$ cat src/rtl/axis_pkt_arbiter.sv
// axis_pkt_arbiter
// Round-robin, packet-granular arbiter sharing one AXI-Stream FIFO write
// port among NUM_SRC requesters. A grant is held from the first beat of a
// packet until its tlast beat is accepted, so packets never interleave.
//
// Optional build macro: AXIS_PKT_ARB_PKT_CNT_EN
//   adds pkt_count (packets forwarded, wrapping) and beat_count (beats of
//   the current packet, saturating). Without it neither port exists.
//
// state | meaning
// ------+--------------------------------------------------------------
// IDLE  | no owner; round-robin pick among requesters, one bubble cycle
// XFER  | granted source streams to the FIFO until its tlast is accepted

module axis_pkt_arbiter #(
    parameter int NUM_SRC = 4,
    parameter int DATA_W  = 64,
    parameter int IDX_W   = 2
) (
    input  logic                        aclk,
    input  logic                        areset,
    input  logic [NUM_SRC-1:0]          s_axis_tvalid,
    output logic [NUM_SRC-1:0]          s_axis_tready,
    input  logic [NUM_SRC*DATA_W-1:0]   s_axis_tdata,
    input  logic [NUM_SRC*DATA_W/8-1:0] s_axis_tkeep,
    input  logic [NUM_SRC-1:0]          s_axis_tlast,
    output logic                        m_axis_tvalid,
    input  logic                        m_axis_tready,
    output logic [DATA_W-1:0]           m_axis_tdata,
    output logic [DATA_W/8-1:0]         m_axis_tkeep,
    output logic                        m_axis_tlast,
    output logic [NUM_SRC-1:0]          grant,
`ifdef AXIS_PKT_ARB_PKT_CNT_EN
    output logic [15:0]                 pkt_count,
    output logic [15:0]                 beat_count,
`endif
    output logic                        busy
);

    localparam int KEEP_W = DATA_W / 8;

    typedef enum logic {
        ST_IDLE = 1'b0,
        ST_XFER = 1'b1
    } state_t;

    state_t             state;
    state_t             state_nxt;

    logic [IDX_W-1:0]   grant_idx;
    logic [IDX_W-1:0]   last_idx;
    logic [IDX_W-1:0]   pick_idx;
    logic [IDX_W-1:0]   cand_idx;
    logic               pick_vld;
    logic               beat_ok;
    logic               last_ok;
    logic               grant_take;

    logic [DATA_W-1:0]  src_data [NUM_SRC];
    logic [KEEP_W-1:0]  src_keep [NUM_SRC];

    // Unpack the flattened source buses into per-source lanes.
    always_comb begin
        for (int i = 0; i < NUM_SRC; i++) begin
            src_data[i] = s_axis_tdata[i*DATA_W +: DATA_W];
            src_keep[i] = s_axis_tkeep[i*KEEP_W +: KEEP_W];
        end
    end

    // Round-robin pick: walk downward from the farthest candidate so the
    // final assignment is the first requester after last_idx.
    always_comb begin
        pick_vld = 1'b0;
        pick_idx = '0;
        cand_idx = '0;
        for (int k = NUM_SRC; k >= 1; k--) begin
            cand_idx = IDX_W'((int'(last_idx) + k) % NUM_SRC);
            if (s_axis_tvalid[cand_idx]) begin
                pick_vld = 1'b1;
                pick_idx = cand_idx;
            end
        end
    end

    assign grant_take = (state == ST_IDLE) && pick_vld;
    assign beat_ok    = m_axis_tvalid && m_axis_tready;
    assign last_ok    = beat_ok && m_axis_tlast;

    // State register.
    always_ff @(posedge aclk or posedge areset) begin
        if (areset) begin
            state <= ST_IDLE;
        end else begin
            state <= state_nxt;
        end
    end

    // Next-state: leave IDLE on any request, leave XFER on accepted tlast.
    always_comb begin
        state_nxt = state;
        case (state)
            ST_IDLE: if (pick_vld) state_nxt = ST_XFER;
            ST_XFER: if (last_ok)  state_nxt = ST_IDLE;
            default: state_nxt = ST_IDLE;
        endcase
    end

    // Outputs: in XFER the granted source is wired straight through.
    always_comb begin
        m_axis_tvalid = 1'b0;
        m_axis_tdata  = '0;
        m_axis_tkeep  = '0;
        m_axis_tlast  = 1'b0;
        s_axis_tready = '0;
        if (state == ST_XFER) begin
            m_axis_tvalid            = s_axis_tvalid[grant_idx];
            m_axis_tdata             = src_data[grant_idx];
            m_axis_tkeep             = src_keep[grant_idx];
            m_axis_tlast             = s_axis_tlast[grant_idx];
            s_axis_tready[grant_idx] = m_axis_tready;
        end
    end

    // Ownership registers: capture the pick, release and remember on tlast.
    always_ff @(posedge aclk or posedge areset) begin
        if (areset) begin
            grant_idx <= '0;
            last_idx  <= IDX_W'(NUM_SRC - 1);
            grant     <= '0;
            busy      <= 1'b0;
        end else if (grant_take) begin
            grant_idx <= pick_idx;
            grant     <= NUM_SRC'(1) << pick_idx;
            busy      <= 1'b1;
        end else if ((state == ST_XFER) && last_ok) begin
            last_idx  <= grant_idx;
            grant     <= '0;
            busy      <= 1'b0;
        end
    end

`ifdef AXIS_PKT_ARB_PKT_CNT_EN
    // Packet counter wraps; beat counter restarts per packet and saturates.
    always_ff @(posedge aclk or posedge areset) begin
        if (areset) begin
            pkt_count  <= '0;
            beat_count <= '0;
        end else begin
            if (last_ok) begin
                pkt_count <= pkt_count + 16'd1;
            end
            if (grant_take) begin
                beat_count <= '0;
            end else if (beat_ok && (beat_count != 16'hFFFF)) begin
                beat_count <= beat_count + 16'd1;
            end
        end
    end
`endif

endmodule

$ cat config.mk
export PLATFORM = sky130hd
export DESIGN_NAME = axis_pkt_arbiter
export DESIGN_NICKNAME = d
export VERILOG_FILES = /design/src/rtl/axis_pkt_arbiter.sv
export SDC_FILE = /design/constraint.sdc
export NUM_CORES = 1
export LEC_CHECK = 0
export CAP_MARGIN = 20
export CORE_AREA = 8 8 141 143
export DETAILED_ROUTE_END_ITERATION = 12
export DIE_AREA = 0 0 149 151
export GPL_TIMING_DRIVEN = 0
export PLACE_DENSITY = 0.69
export SLEW_MARGIN = 25
export SYNTH_ARGS = -nofsm -noshare
export SYNTH_HDL_FRONTEND = slang
export SYNTH_SLANG_ARGS = --single-unit
$ cat constraint.sdc
create_clock -name aclk -period 6 [get_ports aclk]
set_clock_uncertainty 0.15 [all_clocks]
set_input_delay 1.2 -clock aclk [delete_from_list [all_inputs] [get_ports aclk]]
set_output_delay 1.2 -clock aclk [all_outputs]
set_load 0.005 [all_outputs]
==> impl_metrics.yaml <==
sta:
  slew_viol_final: 0
  max_freq_mhz: 234
  finalSetupTns_ns: 0
  max_slew_margin: 0.557
  rsz0062_at_grt: "false"
  worst_pin_slew_ns: 0.665
  hold_viol_final: 0
  setup_viol: 0
  period_needed_ns: 4.27
  fin_crit_sh: 0.711
global_routing:
  grt_util_met3: 0.0359
  grt_pass1_wl_um: 26500
  grtUsageMet1: 0.168
  grt_usage: 0.152
  antenna_found_initial: 0
  grtUsageMet2: 0.292
  overflow: 0
  grt_max_degree: 11
  grt_pass1_vias: 4296
  grt.busiest_layer: "met2"
drt:
  via_per_inst: 4.48
  wl_per_cell_um: 22.3
  antenna_left: 0
  drtPass1Iterations: 4
  vias: 3761
  wl_um: 18700
  drc_errors: 0
  drt_iter0_drc: 111
synthesis:
  synth.distinct_cells: 30
  syn_area_um2: 2840
  synthTopCellsByArea: "mux4_2 59%, and2_1 16%, dfrtp_1 7.0%"
  ys_seq_area_frac: 0.0890
  ys_warn_count: 0
  syn-num-nets: 525
  yosysTopAreaCellShare: 0.587
  ys_ff_latch: 10
  synth.largest_area_cell: "mux4_2"
  synth_cells: 226
  avgSynthCellArea_um2: 12.6
placement:
  gp_congestion: 0.910
  hpwl_um: 16800
  postPlaceCellArea_um2: 6940
  port_buffers: 381
run_status:
  outcome: "finished, final reports clean"
power:
  p_comb_frac: 0.895
  power_switching_uw: 812
  seq_power_share: 0.051
  power.density_nw_per_um2: 345
  power_frac_clock: 0.054
  irDropWorstVdd_v: 0.000174
  swShare: 0.335
  internal_power_uw: 1610
  p_leak_uw: 0.00248
worst_hold_path:
  min_to: "busy"
  hold_path_class: "reg -> reg"
  hold-path-cell-count: 2
  min-delay-start: "busy"
clock_tree:
  cts_hold_buf: 0
  htree_levels: 1
  cts_tree: "done"
  clkLatencyLatePin_ns: 0.24
  clockBufferDepth: 2
  cts_setup_buffers: 0
  cts_made_buffers: 3
  cts.root.buffer_cell: "clkbuf_16"
  cts.repair.resized: 0
  clkTransAtPathRegs_ns: 0.04
  cts_sinks: 10
floorplan:
  io_pins: 382
  dieHeight_um: 151
  die_w_um: 149
  fp.dieArea_um2: 22500
  rows: 49
  core_area_um2: 17700
  start_util: 0.161
cells_and_area:
  final_cell_mix: "381 x clkdlybuf4s50_1, 74 x mux4_2, 74 x and2_1"
  antenna_cells: 0
  fillers: 1687
  final_area_um2: 7030
  final_common_cell: "clkdlybuf4s50_1"
  nets: 911
  syn_to_final_growth_pct: 147
  fin_util: 0.398
  drive_above_1_share: 0.159
setup_path:
  rrSetupSlack_ns: 4.22
  worst-r2r-cell-count: 4
  r2r_end: "last_idx[1]"
  cp-end-kind: "primary output"
  worstPathArrival_ns: 2.92
  cp.required_ns: 4.65
  crit_fanout: 6
  slowest_stage: "mux4_2"
  crit-reg2reg-launch: "grant_idx[0]"
  startpoint: "s_axis_tvalid[3]"
  cpMostUsedCell: "clkdlybuf4s50_1"
  worstPathCellList: "clkdlybuf4s50_1, mux4_2, and2_1, clkdlybuf4s50_1"
  startpoint_type: "primary input"
  cp_slowest_stage_delay_ns: 0.56
  path_class: "in -> out"
flow_run:
  drv_cap: 0
-- flip-flops by register name (all words and copies together), names as in the netlist --
name,flops
last_idx,2
grant_idx,2
state,1
grant,4
busy,1
-- layout make-up --
type | instances | area (µm²) | area share
timing repair buffer | 381 | 3810 | 0.543
multi-input combinational | 186 | 2370 | 0.337
tap | 229 | 287 | 0.0408
sequential | 10 | 253 | 0.0360
buffer | 27 | 204 | 0.0290
clock buffer | 4 | 88.8 | 0.0126
inverter | 3 | 11.3 | 0.00160
-- layer usage --
| layer | share of wire | wire length (µm) | up-vias |
|---|---|---|---|
| li1 | - | - | 1685 |
| met1 | 0.36 | 6690 | 1849 |
| met2 | 0.55 | 10200 | 210 |
| met3 | 0.083 | 1550 | 17 |
| met4 | 0.012 | 233 | 0 |
| met5 | 0 | 0 | - |
-- power by group through the flow --
stage,clock network (µW),logic (µW),registers [µW]
6_report,132,2170,123
5_1_grt,138,2340,128
4_1_cts,134,2220,124
3_5_place_dp,0,2210,124
3_3_place_gp,0,2190,123
2_1_floorplan,0,1110,117
-- per-stage QoR --
| step | total power [µW] | hold WS [ns] | cells | setup WS [ns] |
|---|---|---|---|---|
| after floorplan | 1230 | 0.313 | 226 | 2.78 |
| after global placement | 2310 | 0.326 | 836 | 1.79 |
| after detailed placement | 2330 | 0.338 | 836 | 1.76 |
| after CTS | 2480 | 0.351 | 840 | 1.75 |
| after global routing | 2600 | 0.403 | 840 | 1.66 |
| final | 2430 | 0.340 | 840 | 1.73 |
-- worst max path at each step --
stage / cells past startpoint / slack [ns] / to
after floorplan: 2 / 2.78 / m_axis_tlast
after global placement: 4 / 1.79 / m_axis_tvalid
after detailed placement: 4 / 1.76 / m_axis_tvalid
after CTS: 4 / 1.75 / m_axis_tvalid
after global routing: 4 / 1.66 / m_axis_tvalid
final: 4 / 1.73 / m_axis_tvalid
-- cell usage after synthesis, drive strengths merged --
cell and number:
o311a 1, nand4 1, o22ai 1, nand2 5
a21boi 1, a211oi 1, dfrtp 8, nand2b 2
buf 15, and2 74, nor2 5, a21oi 1
o31ai 2, a21o 2, nor2b 2, inv 3
mux2 1, a32o 2, mux4 74, dfstp 2
nand3 3, clkbuf 12, nor3 2, o311ai 1
o21ai 3, or2 1, nor4 1
-- worst max-delay path, delay by kind of cell --
kind,cells,cell delay [ns]
buf+inv,2,0.97
mux,1,0.56
simple gates,1,0.18
-- kinds of logic (layout without fill, tap and decap cells) --
kind of cell           Yosys count  in the layout  synth area share
AND/OR/NAND/NOR                 96             96             0.206
multiplexers                    75             75             0.591
buffers and inverters           30            415            0.0758
AO/OA/AOI/OAI                   15             15            0.0388
flip-flops                      10             10            0.0890
(Power assumes the default switching activity.)
